**config.mk**
```make
export PLATFORM = sky130hd
export DESIGN_NAME = fetch_packet_queue_flat
export DESIGN_NICKNAME = d
export VERILOG_FILES = /design/src/rtl/fetch_packet_queue_if.sv /design/src/rtl/fetch_packet_queue.sv /design/src/flat_wrapper.sv
export SDC_FILE = /design/constraint.sdc
export NUM_CORES = 1
export LEC_CHECK = 0
export BUFFER_PORTS_ARGS = -buffer_cell sky130_fd_sc_hd__buf_4
export CORE_UTILIZATION = 45
export DETAILED_ROUTE_END_ITERATION = 6
export PLACE_DENSITY = 0.68
export SLEW_MARGIN = 25
export SYNTH_ARGS = -nofsm -noshare
export SYNTH_HDL_FRONTEND = slang
export SYNTH_SLANG_ARGS = --single-unit
```
**constraint.sdc**
```tcl
create_clock -name clk -period 2.9 [get_ports clk]
set_input_delay 0.435 -clock clk [delete_from_list [all_inputs] [get_ports clk]]
set_output_delay 0.435 -clock clk [all_outputs]
set_load 0.005 [all_outputs]
```
**src/rtl/fetch_packet_queue_if.sv**
```systemverilog
// fetch_packet_queue_if
//   Handshake bundle between the instruction frontend, the fetch packet
//   queue and the backend issue stage.
//   Signals:
//     flush      frontend/backend -> queue  drop all queued packets
//     push       frontend -> queue          packet valid this cycle
//     push_data  frontend -> queue          packet payload
//     pop        backend  -> queue          backend ready (not busy)
//     head_valid queue -> backend           queue holds at least one packet
//     head_data  queue -> backend           oldest packet, or NOP when empty
//     full       queue -> frontend          early backpressure
//     count      queue -> observers         current occupancy
//     overflow   queue -> observers         sticky "packet dropped" flag
//   Modports: master (frontend/backend side), slave (the queue).
interface fetch_packet_queue_if #(
  parameter int LINE_WIDTH = 64,
  parameter int DEPTH      = 4
);
  localparam int CNT_W = $clog2(DEPTH + 1);

  logic                  flush;
  logic                  push;
  logic [LINE_WIDTH-1:0] push_data;
  logic                  pop;
  logic                  head_valid;
  logic [LINE_WIDTH-1:0] head_data;
  logic                  full;
  logic [CNT_W-1:0]      count;
  logic                  overflow;

  modport master (
    output flush, push, push_data, pop,
    input  head_valid, head_data, full, count, overflow
  );

  modport slave (
    input  flush, push, push_data, pop,
    output head_valid, head_data, full, count, overflow
  );
endinterface

```
**src/rtl/fetch_packet_queue.sv**
```systemverilog
// fetch_packet_queue
//   Decoupling queue between the instruction frontend and the backend issue
//   stage. Accepts one packet per cycle, presents the oldest packet, and
//   substitutes NOP_DATA while empty. `full` rises with SKID free slots still
//   left so packets already in flight can land. `flush` empties the queue.
//   Parameters: DEPTH (>= 2, any value), LINE_WIDTH, SKID (0..DEPTH-1),
//               NOP_DATA (head_data while empty).
//   Ports:
//     clk  core clock, rising edge
//     rst  asynchronous active-low reset
//     bus  fetch_packet_queue_if.slave (flush/push/push_data/pop in;
//          head_valid/head_data/full/count/overflow out)
module fetch_packet_queue #(
  parameter int                    DEPTH      = 4,
  parameter int                    LINE_WIDTH = 64,
  parameter int                    SKID       = 1,
  parameter logic [LINE_WIDTH-1:0] NOP_DATA   = '0
) (
  input logic                 clk,
  input logic                 rst,
  fetch_packet_queue_if.slave bus
);
  localparam int PTR_W = $clog2(DEPTH);
  localparam int CNT_W = $clog2(DEPTH + 1);
  localparam logic [CNT_W-1:0] DEPTH_CNT = CNT_W'(DEPTH);
  localparam logic [CNT_W-1:0] FULL_CNT  = CNT_W'(DEPTH - SKID);
  localparam logic [PTR_W-1:0] LAST_PTR  = PTR_W'(DEPTH - 1);

  logic [PTR_W-1:0]      rd_ptr_reg, rd_ptr_next;
  logic [PTR_W-1:0]      wr_ptr_reg, wr_ptr_next;
  logic [CNT_W-1:0]      count_reg, count_next;
  logic                  overflow_reg, overflow_next;
  logic                  do_pop, do_push, wr_en;
  logic [LINE_WIDTH-1:0] slot_data [DEPTH];

  // Explicit wrap so non-power-of-two depths work.
  function automatic logic [PTR_W-1:0] ptr_inc(input logic [PTR_W-1:0] p);
    return (p == LAST_PTR) ? '0 : p + 1'b1;
  endfunction

  assign do_pop  = bus.pop & (count_reg != '0);
  // A push into a full queue still lands when a pop frees a slot this cycle.
  assign do_push = bus.push & ((count_reg < DEPTH_CNT) | do_pop);
  // Flush wins: the push of a flush cycle is never written.
  assign wr_en   = do_push & ~bus.flush;

  // Storage is deliberately not reset; only the pointers/count decide
  // what is visible.
  genvar gi;
  generate
    for (gi = 0; gi < DEPTH; gi++) begin : g_slot
      logic [LINE_WIDTH-1:0] data_reg;
      always_ff @(posedge clk) begin
        if (wr_en && (wr_ptr_reg == PTR_W'(gi))) begin
          data_reg <= bus.push_data;
        end
      end
      assign slot_data[gi] = data_reg;
    end
  endgenerate

  always_comb begin
    rd_ptr_next   = rd_ptr_reg;
    wr_ptr_next   = wr_ptr_reg;
    count_next    = count_reg;
    overflow_next = overflow_reg;
    if (bus.flush) begin
      // A push in the flush cycle is discarded silently, so overflow is
      // left alone here.
      rd_ptr_next = '0;
      wr_ptr_next = '0;
      count_next  = '0;
    end else begin
      if (do_push) begin
        wr_ptr_next = ptr_inc(wr_ptr_reg);
      end
      if (do_pop) begin
        rd_ptr_next = ptr_inc(rd_ptr_reg);
      end
      if (do_push && !do_pop) begin
        count_next = count_reg + 1'b1;
      end else if (do_pop && !do_push) begin
        count_next = count_reg - 1'b1;
      end
      if (bus.push && !do_push) begin
        overflow_next = 1'b1;
      end
    end
  end

  always_ff @(posedge clk or negedge rst) begin
    if (!rst) begin
      rd_ptr_reg   <= '0;
      wr_ptr_reg   <= '0;
      count_reg    <= '0;
      overflow_reg <= 1'b0;
    end else begin
      rd_ptr_reg   <= rd_ptr_next;
      wr_ptr_reg   <= wr_ptr_next;
      count_reg    <= count_next;
      overflow_reg <= overflow_next;
    end
  end

  // All outputs decode registered state only; no same-cycle path from
  // push/pop/flush.
  assign bus.head_valid = (count_reg != '0);
  assign bus.head_data  = bus.head_valid ? slot_data[rd_ptr_reg] : NOP_DATA;
  assign bus.full       = (count_reg >= FULL_CNT);
  assign bus.count      = count_reg;
  assign bus.overflow   = overflow_reg;
endmodule

```
**src/flat_wrapper.sv**
```systemverilog
// flat-port wrapper written by rule: the top's interface ports become plain ports
module fetch_packet_queue_flat 
#(
  parameter int                    DEPTH      = 4,
  parameter int                    LINE_WIDTH = 64,
  parameter int                    SKID       = 1,
  parameter logic [LINE_WIDTH-1:0] NOP_DATA   = '0
)
  (clk, rst, bus_flush, bus_push, bus_push_data, bus_pop, bus_head_valid, bus_head_data, bus_full, bus_count, bus_overflow);
  fetch_packet_queue_if #(.LINE_WIDTH(LINE_WIDTH), .DEPTH(DEPTH)) bus_i ();
  input logic clk;
  input logic rst;
  input wire logic [$bits(bus_i.flush)-1:0] bus_flush;
  input wire logic [$bits(bus_i.push)-1:0] bus_push;
  input wire logic [$bits(bus_i.push_data)-1:0] bus_push_data;
  input wire logic [$bits(bus_i.pop)-1:0] bus_pop;
  output wire logic [$bits(bus_i.head_valid)-1:0] bus_head_valid;
  output wire logic [$bits(bus_i.head_data)-1:0] bus_head_data;
  output wire logic [$bits(bus_i.full)-1:0] bus_full;
  output wire logic [$bits(bus_i.count)-1:0] bus_count;
  output wire logic [$bits(bus_i.overflow)-1:0] bus_overflow;
  assign bus_i.flush = bus_flush;
  assign bus_i.push = bus_push;
  assign bus_i.push_data = bus_push_data;
  assign bus_i.pop = bus_pop;
  assign bus_head_valid = bus_i.head_valid;
  assign bus_head_data = bus_i.head_data;
  assign bus_full = bus_i.full;
  assign bus_count = bus_i.count;
  assign bus_overflow = bus_i.overflow;
  fetch_packet_queue #(.DEPTH(DEPTH), .LINE_WIDTH(LINE_WIDTH), .SKID(SKID), .NOP_DATA(NOP_DATA)) u_core (.clk(clk), .rst(rst), .bus(bus_i));
endmodule
```
# --- Word level (Yosys, flattened, before mapping) ---
# Index checks and enable logic that the tools add are counted.
op_classes:
  addsub: 4
  magnitude_cmp: 3
  eq_ne: 4
  mux: 13
  n_bitwise: 6
  n_reduce_logical: 15
ops:
  columns: ["op", "count"]
  rows:
  - ["$mux 64", 3]
  - ["$bmux 64 s2", 1]
  - ["$mux 2", 6]
  - ["$mux 3", 3]
  - ["$logic_and 1x1->1", 7]
  - ["$eq 2x2->1 const B", 3]
  - ["$reduce_bool 3->1", 2]
  - ["$add 2x1->2 const B", 2]
  - ["$reduce_bool 2->1", 2]
  - ["$add 3x1->3 const B", 1]
  - ["$and 1x1->1", 3]
  - ["$ge 3x2->1 const B", 1]
  - ["$ge 3x3->1 const B", 1]
  - ["$lt 3x3->1 const B", 1]
  - ["$not 2->3", 1]
  - ["$sub 3x1->3 const B", 1]
  - ["$eq 2x1->1 const B", 1]
  - ["$logic_not 1->1", 2]
  - ["$logic_not 2->1", 1]
  - ["$reduce_and 2->1", 1]
  - ["$not 1->1", 1]
  - ["$or 1x1->1", 1]
word_totals:
  reg_bits: 264
  wordCells: 53

# --- Depth between registers and ports, before layout ---
# Gate-level depths: netlist of run 1.
depth:
  depth_word: 9
  ltp_mapped: 7
  mapped_depth_nobuf: 6

# --- Least setup slack after synthesis of run 1 ---
# No wires, ideal clock.
synth_path:
  path_type: "reg-to-reg"
  start: "register u_core.count_reg[2] (netlist: u_core.bus.count[2])"
  end: "register u_core.g_slot[2].data_reg[0] (enable)"
  setup_time_ns: 0.429
  arrival_ns: 2.460
  slack_ns: 0.011
  path_stages_with_launch: 5
  path_buffers: 1
  path_cell_list: "dfrtp_1 buf_2 nor2b_1 nor3_1 and2_1"
synth_between:
  elab_chain_len: 6
  elab_cells_between_ends: 7
  classes_between: "1 x order compare; 4 x bitwise; 2 x reduce/logical"
synth_lines:
  columns: ["element", "line_no", "source"]
  rows:
  - ["from (decl)", "fetch_packet_queue.sv:31", "logic [CNT_W-1:0] count_reg, count_next;"]
  - ["from (signal assigned)", "fetch_packet_queue.sv:100", "count_reg <= count_next;"]
  - ["parallel branches: the longest is 2 deep, another holds $lt 3x3->1", null, null]
  - ["$or 1x1->1 *", "fetch_packet_queue.sv:43", "assign do_push = bus.push & ((count_reg < DEPTH_CNT) | do_pop);"]
  - ["$and 1x1->1 *", "fetch_packet_queue.sv:43", null]
  - ["$and 1x1->1 *", "fetch_packet_queue.sv:45", "assign wr_en = do_push & ~bus.flush;"]
  - ["$logic_and 1x1->1 *", "fetch_packet_queue.sv:54", "if (wr_en && (wr_ptr_reg == PTR_W'(gi))) begin"]
  - ["to (signal assigned)", "fetch_packet_queue.sv:55", "data_reg <= bus.push_data;"]
  - ["to (decl)", "fetch_packet_queue.sv:52", "logic [LINE_WIDTH-1:0] data_reg;"]
# Every way passes the cells marked *.
# A chain may end at the register's enable or synchronous reset.

# --- Final worst setup path of run 1 ---
layout_path:
  start: "register u_core.rd_ptr_reg[0]"
  end: "output bus_head_data[17]"
layout_between:
  elab_chain_len: 5
layout_lines:
  columns: ["element", "line_no", "source"]
  rows:
  - ["from (decl)", "fetch_packet_queue.sv:29", "logic [PTR_W-1:0] rd_ptr_reg, rd_ptr_next;"]
  - ["from (signal assigned)", "fetch_packet_queue.sv:98", "rd_ptr_reg <= rd_ptr_next;"]
  - ["$not 2->3 (implied by the code)", "fetch_packet_queue.sv:108", "assign bus.head_data = bus.head_valid ? slot_data[rd_ptr_reg] : NOP_DATA;"]
  - ["$bmux 64 s2", "fetch_packet_queue.sv:108", null]
  - ["$mux 64 (implied by the code) (2 in series)", "fetch_packet_queue.sv:108", null]
  - ["$mux 64", "fetch_packet_queue.sv:108", null]
  - ["to (decl)", "flat_wrapper.sv:18", "output wire logic [$bits(bus_i.head_data)-1:0] bus_head_data;"]
# Every way passes these cells. The select of a mux whose other input is x is not followed.

==> results by group, run 1 <==
Route
  – Vias per inst: 5.36
  – Wire per inst: 21.3 µm
  – Via count: 5018
  – Routed WL: 20.0 mm
  – Remaining antenna violation count: 0
  – DRT Pass-1 Iters: 4
  – Drc violations: 0
  – DR iter-0 viols: 309

Cells and area
  – Commonest non-fill, non-tap cell in the layout: edfxtp_1
  – Max FFs per register: 256
  – Antenna diode count: 0
  – Layout cells sized above 1: 42.5%
  – Fin cells: 936
  – Synth-to-Final Area Change: 25.3%
  – Final Core Density: 58.1%
  – Final net count: 709
  – Most frequent cells in the layout: edfxtp_1 (256), buf_4 (146), mux4_2 (64), and2_1 (64), clkbuf_16 (29)

Timing
  – RSZ-0062 raised after global routing: no
  – Tmin final: 2.77 ns
  – Worst setup margin: 0.133 ns
  – Slew Limit Headroom: 56.0%
  – Max Slew Vio Count: 0
  – Max Fclk: 0.361 GHz
  – Period utilization: 95.4%
  – Clock skew: 0.0184 ns
  – Setup Total Neg Slack: 0 ns
  – Worst-margin pin slew: 0.660 ns
  – Final hold viol count: 0
  – Setup violations, final: 0

Floorplanning
  – Die Height: 153 µm
  – IO Pins: 139
  – Core Region: 0.0221 mm²
  – Std-Cell Rows: 54
  – Starting density of the core: 46.4%
  – DIE AREA: 0.0234 mm²
  – Chip width: 153 µm

Yosys
  – Register area share after synthesis: 77.0%
  – Avg Cell Area, Syn: 21.7 µm²
  – YS warnings: 0
  – Netlist cell types: 32
  – Synth Cell Area: 0.0102 mm²
  – Post-synthesis register bit count: 264
  – Post-synth top flop: edfxtp_1
  – Cells after Synth: 472
  – Mapped Nets: 547
  – Asr flop ratio synth: 3.03%
  – Post-synth EDFFs: 256

Clocking
  – Maximum clock path buffer count: 3
  – Worst-path clk slew: 0.06 ns
  – Clock Tree Root: clkbuf_16
  – TritonCTS buffer count: 28
  – Skew-Pair Late Insertion Delay: 0.53 ns
  – Clock Sinks: 264
  – CTS tree: yes
  – Setup Buffers After CTS: 0
  – CTS H-tree depth: 1

Critical path
  – Worst flop-to-flop path startpoint: u_core.bus.count[2]$_DFFE_PN0P_
  – WS Path Type: reg -> out
  – Flop-to-flop setup slack: 0.69 ns
  – Worst path cell trace: buf_4 > mux4_2 > and2_1 > buf_4
  – Reg2reg end: u_core.g_slot[0].data_reg[40]$_DFFE_PP_
  – CP Max Fanout: 17
  – CP Buf/Inv Count: 2
  – Critical Path RT: 2.47 ns
  – Crit path DAT: 2.33 ns
  – Most frequent CP cell: buf_4
  – Worst r2r path cells: 4
  – Worst Setup End Kind: output port
  – Crit path max-delay family: flip-flops
  – Worst setup SP type: flop
  – Slowest-stage cell, CP: dfrtp_4
  – Max incr delay on CP: 0.65 ns

Global routing
  – Vias in the first global route: 5438
  – Global route total overflow: 0
  – Initial antenna violation count: 1
  – GRT Util Overall: 17.4%
  – Global-route wire length before repair: 30.9 mm
  – Largest net degree at the start of global routing: 44

Worst hold path
  – Type of the worst min-delay path: in -> reg
  – Hold path cells: 1
  – Endpoint of the worst hold path: u_core.g_slot[0].data_reg[6]$_DFFE_PP_
  – HP Start: bus_push_data[6]

Place
  – I/O Buffers: 138
  – Post-placement setup slack: 0.531 ns
  – Placed Cells: 883
  – Placer Congestion: 0.755
  – DP HPWL: 12.7 mm

Pwr
  – Pleak: 4.42 nW
  – Power per cell area: 859 mW/mm²
  – Worst VDD drop: 0.513 mV

Run
  – Max_cap viols: 0

Run status
  – Run status: complete, no violations
worst register-to-register path: cells and delay by family, from the launching register on:
family        cells  cell delay (ns)
flops             1             0.48
simple gates      3             1.10
buf+inv           1             0.28
layer usage:
| layer | share of wire, % | GRT usage (%) |
|---|---|---|
| met3 | 6.1 | 4.42 |
| met2 | 50 | 29.5 |
| met5 | 0.045 | 0 |
| met1 | 42 | 22.9 |
| met4 | 1.6 | 3.80 |
where the power goes:
| group | switching (W) | total, W | leakage, nW | internal, W |
|---|---|---|---|---|
| clock network | 0.00145 | 0.00399 | 0.505 | 0.00254 |
| logic | 0.00108 | 0.00252 | 1.49 | 0.00144 |
| registers | 0.000156 | 0.00452 | 2.42 | 0.00436 |
what timing repair did:
action,4_1_cts,5_1_grt
endpoints found under the hold margin,8,0
setup endpoints to repair,17,0
hold buffers,1,0
gates resized for setup,1,0
worst max path at each step:
stage,from,slack [ns],endpoint,cells past startpoint
after global routing,u_core.rd_ptr_reg[0]$_DFFE_PN0P_,0.03,bus_head_data[17],4
after floorplan,u_core.bus.count[2]$_DFFE_PN0P_,0.01,u_core.g_slot[2].data_reg[0]$_DFFE_PP_,4
after global placement,u_core.bus.count[0]$_DFFE_PN0P_,0.59,bus_head_data[12],5
after CTS,u_core.rd_ptr_reg[0]$_DFFE_PN0P_,0.07,bus_head_data[17],4
after detailed placement,u_core.bus.count[0]$_DFFE_PN0P_,0.53,bus_head_data[11],5
final,u_core.rd_ptr_reg[0]$_DFFE_PN0P_,0.13,bus_head_data[17],4
cell usage after synthesis, drive strengths merged, types with 3 or more instances:
cell	count	share of area (%)
buf	15	1.0
a21oi	6	0.29
dfrtp	8	2.0
and2	68	4.2
nor3	3	0.15
nor2b	3	0.18
ha	5	0.61
clkbuf	9	0.34
o21ai	4	0.20
inv	8	0.29
edfxtp	256	75
mux4	64	14
per-stage QoR:
step / hold WS, ns / total power (W) / instance area, µm²
floorplan: 0.139 / 0.00587 / 10200
global placement: 0.258 / 0.00711 / 11800
detailed placement: 0.265 / 0.00716 / 11800
CTS: 0.0842 / 0.0112 / 12800
global route: 0.0908 / 0.0115 / 12800
finish: 0.104 / 0.0110 / 12800
logic make-up after synthesis:
family | Yosys count | synth area share [%]
compound gates | 19 | 1.18
buf+inv | 32 | 1.67
fa+ha+maj | 6 | 0.806
simple gates | 86 | 5.19
flops | 264 | 77.0
mux | 65 | 14.2
cell type report:
| class | instances | area, µm² |
|---|---|---|
| clock buffers | 29 | 726 |
| clock inverters | 23 | 339 |
| fillers | 1647 | 9260 |
| inverters | 8 | 30.0 |
| multi-input cells | 176 | 2210 |
| flip-flops and latches | 264 | 7900 |
| well taps | 280 | 350 |
| repair buffers | 156 | 1290 |
No activity file was read; power rests on OpenSTA's default activity.
==> run 2, diff against run 1 <==
==> constraint.sdc (replaced) <==
create_clock -name clk -period 2.9 [get_ports clk]
set_input_delay 0.145 -clock clk [delete_from_list [all_inputs] [get_ports clk]]
set_output_delay 0.145 -clock clk [all_outputs]
set_load 0.005 [all_outputs]
==> results by group, run 2 (synthesized netlist as in run 1, its figures left out) <==
Run status
  – Run status: complete, no violations

Clocking
  – Worst-path clk slew: 0.06 ns
  – CTS H-tree depth: 1
  – Clock Tree Root: clkbuf_16
  – CTS hold repair buffers: 69
  – Skew-Pair Late Insertion Delay: 0.52 ns
  – TritonCTS buffer count: 27
  – CTS tree: yes
  – Clock Sinks: 264
  – Post-CTS Resized: 0
  – Setup Buffers After CTS: 0
  – Maximum clock path buffer count: 3

Pwr
  – Pleak: 4.55 nW
  – Worst VDD drop: 0.422 mV
  – Power per cell area: 777 mW/mm²

Critical path
  – Worst Setup End Kind: output port
  – Worst flop-to-flop path startpoint: u_core.bus.count[2]$_DFFE_PN0P_
  – CP Max Fanout: 66
  – Worst setup SP type: flop
  – WS Path Type: reg -> out
  – Crit path launch: u_core.rd_ptr_reg[1]$_DFFE_PN0P_
  – Crit path DAT: 2.45 ns
  – Critical Path RT: 2.76 ns

Place
  – DP HPWL: 11.9 mm
  – Post-placement setup slack: 0.674 ns
  – I/O Buffers: 138
  – Placer Congestion: 0.686

Floorplanning
  – Starting density of the core: 46.4%
  – Chip width: 153 µm
  – Std-Cell Rows: 54
  – DIE AREA: 0.0234 mm²
  – Die Height: 153 µm
  – Core Region: 0.0221 mm²
  – IO Pins: 139

Timing
  – Slew Limit Headroom: 32.4%
  – Period utilization: 89.5%
  – Setup violations, final: 0
  – RSZ-0062 raised after global routing: no
  – Worst-margin pin slew: 1.01 ns
  – Final hold viol count: 0
  – Clock skew: 0.0129 ns
  – Setup Total Neg Slack: 0 ns
  – Worst setup margin: 0.303 ns
  – Tmin final: 2.60 ns
  – Max Slew Vio Count: 0
  – Max Fclk: 0.385 GHz

Global routing
  – Global route total overflow: 0
  – Vias in the first global route: 5744
  – GRT Util Overall: 17.7%
  – Largest net degree at the start of global routing: 67
  – Global-route wire length before repair: 31.7 mm
  – Initial antenna violation count: 2

Route
  – Via count: 5242
  – Wire per inst: 20.4 µm
  – Remaining antenna violation count: 0
  – Vias per inst: 5.27
  – Routed WL: 20.3 mm
  – Drc violations: 0
  – DR iter-0 viols: 295
  – DRT Pass-1 Iters: 4

Cells and area
  – Commonest non-fill, non-tap cell in the layout: edfxtp_1
  – Layout cells sized above 1: 36.6%
  – Most frequent cells in the layout: edfxtp_1 (256), buf_4 (144), dlygate4sd3_1 (69), mux4_2 (64), and2_1 (64)
  – Final net count: 770
  – Max FFs per register: 256
  – Final Core Density: 59.5%
  – Synth-to-Final Area Change: 28.4%

Run
  – Max_cap viols: 0

Worst hold path
  – HP Start: bus_pop
  – Type of the worst min-delay path: in -> reg
-- run 2: cell types whose count changed in the layout (fill, tap and decap cells not counted), sizes merged --
cell	before	now
bufinv	8	1
buf	155	149
diode	0	2
clkinvlp	5	1
dlygate4sd3	1	69
clkinv	8	10
clkbuf	29	33
-- run 2: per-stage QoR --
step                cells  power [W]  cell area, µm²  hold slack, ns
detailed placement    877    0.00712           11700         -0.0282
global route          995     0.0107           13200          0.0369
global placement      877    0.00707           11700         -0.0292
CTS                   993     0.0104           13100        0.000716
finish                995     0.0102           13200          0.0297
floorplan             472    0.00587           10200          -0.151
-- run 2: critical path: stages (launching register included) --
cell and delay (ns):
dfrtp_4 1.10, mux4_2 0.48, and2_1 0.19, buf_4 0.14
-- run 2: area by class of cell --
cell class / instances / area, µm²
Multi-Input combinational cell: 176 / 2200
Fill cell: 1601 / 8940
Clock buffer: 33 / 698
Timing Repair Buffer: 218 / 1870
Sequential cell: 264 / 7900
Inverter: 8 / 30.0
Antenna cell: 2 / 5.00
Tap cell: 280 / 350
Clock inverter: 14 / 100
-- run 2: path summary, 6_finish.rpt --
check / to / slack (ns) / depth (start not counted)
worst max-delay path: bus_head_data[58] / 0.30 / 3
worst min-delay path: u_core.bus.count[2]$_DFFE_PN0P_ / 0.03 / 3
worst max register to register: u_core.g_slot[2].data_reg[59]$_DFFE_PP_ / 0.66 / 4
worst min register to register: u_core.bus.overflow$_DFFE_PN0P_ / 0.52 / 1
max in group asynchronous: u_core.rd_ptr_reg[1]$_DFFE_PN0P_ / 1.97 / 3
min in group asynchronous: u_core.wr_ptr_reg[1]$_DFFE_PN0P_ / 0.61 / 3
-- run 2: power by group --
part | internal (W) | leakage, nW | switching (W)
combinational | 0.00146 | 1.73 | 0.00106
clock | 0.00179 | 0.393 | 0.00135
sequential | 0.00436 | 2.42 | 0.000191
total | 0.00762 | 4.55 | 0.00260
-- run 2: per-layer routing --
layer	routed length (µm)	vias to the layer above	track usage, %
met1	8990	2693	24.4
met4	330	0	4.14
met5	0	-	0
li1	-	2354	-
met2	9870	167	29.3
met3	1120	28	3.54
==> run 3, diff against run 2 <==
--- a/config.mk
+++ b/config.mk
@@ -6,9 +6,10 @@
 export NUM_CORES = 1
 export LEC_CHECK = 0
 export BUFFER_PORTS_ARGS = -buffer_cell sky130_fd_sc_hd__buf_4
-export CORE_UTILIZATION = 45
+export CORE_ASPECT_RATIO = 0.9
+export CORE_UTILIZATION = 30
 export DETAILED_ROUTE_END_ITERATION = 6
-export PLACE_DENSITY = 0.68
+export PLACE_DENSITY = 0.5
 export SLEW_MARGIN = 25
 export SYNTH_ARGS = -nofsm -noshare
 export SYNTH_HDL_FRONTEND = slang
==> results by group, run 3 (synthesized netlist as in run 1, its figures left out) <==
Cells and area
  – Synth-to-Final Area Change: 32.2%
  – Final net count: 775
  – Max FFs per register: 256
  – Final Core Density: 40.7%
  – Layout cells sized above 1: 36.6%
  – Commonest non-fill, non-tap cell in the layout: edfxtp_1
  – Most frequent cells in the layout: edfxtp_1 (256), buf_4 (144), dlygate4sd3_1 (69), mux4_2 (64), and2_1 (64)

Pwr
  – Pleak: 4.62 nW
  – Worst VDD drop: 0.853 mV
  – Power per cell area: 778 mW/mm²
  – Design Power: 0.0105 W

Clocking
  – Clock Tree Root: clkbuf_16
  – Skew-Pair Late Insertion Delay: 0.53 ns
  – Worst-path clk slew: 0.06 ns
  – Maximum clock path buffer count: 3
  – CTS H-tree depth: 1
  – Post-CTS Resized: 0
  – Clock Sinks: 264
  – TritonCTS buffer count: 28
  – CTS tree: yes

Critical path
  – Crit path launch: u_core.rd_ptr_reg[0]$_DFFE_PN0P_
  – Slowest-stage cell, CP: dfrtp_4
  – Crit path max-delay family: flip-flops
  – Crit path DAT: 2.51 ns
  – CP Max Fanout: 30
  – Worst setup SP type: flop
  – Worst Setup End Kind: output port
  – CP Capture Point: bus_head_data[17]
  – CP Buf/Inv Count: 2
  – Max incr delay on CP: 0.82 ns
  – Worst flop-to-flop path startpoint: u_core.bus.count[2]$_DFFE_PN0P_
  – Worst path cell trace: buf_12 > mux4_2 > and2_1 > buf_4
  – WS Path Type: reg -> out
  – Reg2reg end: u_core.g_slot[0].data_reg[25]$_DFFE_PP_
  – Cell count along the critical path: 4
  – Critical Path RT: 2.76 ns
  – Worst r2r path cells: 4
  – Flop-to-flop setup slack: 0.64 ns

Floorplanning
  – Starting density of the core: 30.8%
  – Std-Cell Rows: 63
  – Chip width: 197 µm
  – IO Pins: 139
  – Core Region: 0.0333 mm²
  – DIE AREA: 0.0349 mm²
  – Die Height: 177 µm

Run
  – Max_cap viols: 0

Timing
  – Final hold viol count: 0
  – Max Fclk: 0.376 GHz
  – Setup violations, final: 0
  – Clock skew: 0.00877 ns
  – Worst-margin pin slew: 0.745 ns
  – Setup Total Neg Slack: 0 ns
  – Slew Limit Headroom: 50.3%
  – Period utilization: 91.6%
  – RSZ-0062 raised after global routing: no
  – Tmin final: 2.66 ns
  – Tightest hold margin: 0.356 ns
  – Max Slew Vio Count: 0

Global routing
  – Largest net degree at the start of global routing: 66
  – GRT Util Overall: 12.9%
  – Vias in the first global route: 5909
  – Global route total overflow: 0
  – Initial antenna violation count: 2
  – Global-route wire length before repair: 34.1 mm

Route
  – Routed WL: 22.2 mm
  – DRT Pass-1 Iters: 4
  – Drc violations: 0
  – DR iter-0 viols: 265
  – Wire per inst: 18.8 µm
  – Remaining antenna violation count: 0
  – Vias per inst: 4.47
  – Via count: 5267

Place
  – Placer Congestion: 0.687
  – I/O Buffers: 138
  – DP HPWL: 13.6 mm

Worst hold path
  – Type of the worst min-delay path: in -> reg

Run status
  – Run status: complete, no violations
-- run 3: cell types whose count changed in the layout (fill, tap and decap cells not counted), sizes merged --
cell	delta
bufinv	+2
diode	-1
clkbuf	+4
clkinv	+2
clkinvlp	-1
buf	+4
inv	-2
-- run 3: repair_timing --
| item | in CTS | in global routing |
|---|---|---|
| buffers inserted | 0 | 0 |
| hold buffers | 69 | 0 |
| hold endpoints to repair | 272 | 0 |
-- run 3: worst min-delay path by stage --
stage                     cells past startpoint         startpoint                                 endpoint
after floorplan                               0                rst          u_core.bus.count[0]$_DFFE_PN0P_
after global placement                        1                rst          u_core.bus.count[2]$_DFFE_PN0P_
after detailed placement                      1                rst          u_core.bus.count[2]$_DFFE_PN0P_
after CTS                                     2  bus_push_data[52]  u_core.g_slot[1].data_reg[52]$_DFFE_PP_
after global routing                          2  bus_push_data[44]  u_core.g_slot[2].data_reg[44]$_DFFE_PP_
final                                         2  bus_push_data[52]  u_core.g_slot[1].data_reg[52]$_DFFE_PP_
-- run 3: report_power, final --
part | internal (W) | switching (W)
sequential | 0.00436 | 0.000162
clock | 0.00208 | 0.00136
combinational | 0.00145 | 0.00112
-- run 3: final cells by class --
class | instances | area (µm²)
Clock inverter | 15 | 140
Fill cell | 3066 | 19700
Sequential cell | 264 | 7900
Clock buffer | 37 | 756
Inverter | 8 | 30.0
Multi-Input combinational cell | 176 | 2200
Tap cell | 455 | 569
Antenna cell | 1 | 2.50
Timing Repair Buffer | 222 | 1950
-- run 3: layer usage --
| layer | vias up | track usage, % | share of wire (%) |
|---|---|---|---|
| met5 | - | 0 | 0.059 |
| met4 | 2 | 3.23 | 2.0 |
| met3 | 34 | 2.62 | 4.9 |
| met2 | 126 | 21.4 | 49 |
| met1 | 2733 | 17.5 | 44 |
| li1 | 2372 | - | - |
-- run 3: stage by stage --
| stage | cells | worst slack (ns) | area [µm²] |
|---|---|---|---|
| 2_1_floorplan | 472 | 0.0114 | 10200 |
| 5_1_grt | 1178 | 0.0638 | 13500 |
| 3_5_place_dp | 1056 | 0.609 | 12000 |
| 4_1_cts | 1177 | 0.127 | 13500 |
| 6_report | 1178 | 0.242 | 13500 |
| 3_3_place_gp | 1056 | 0.690 | 12000 |
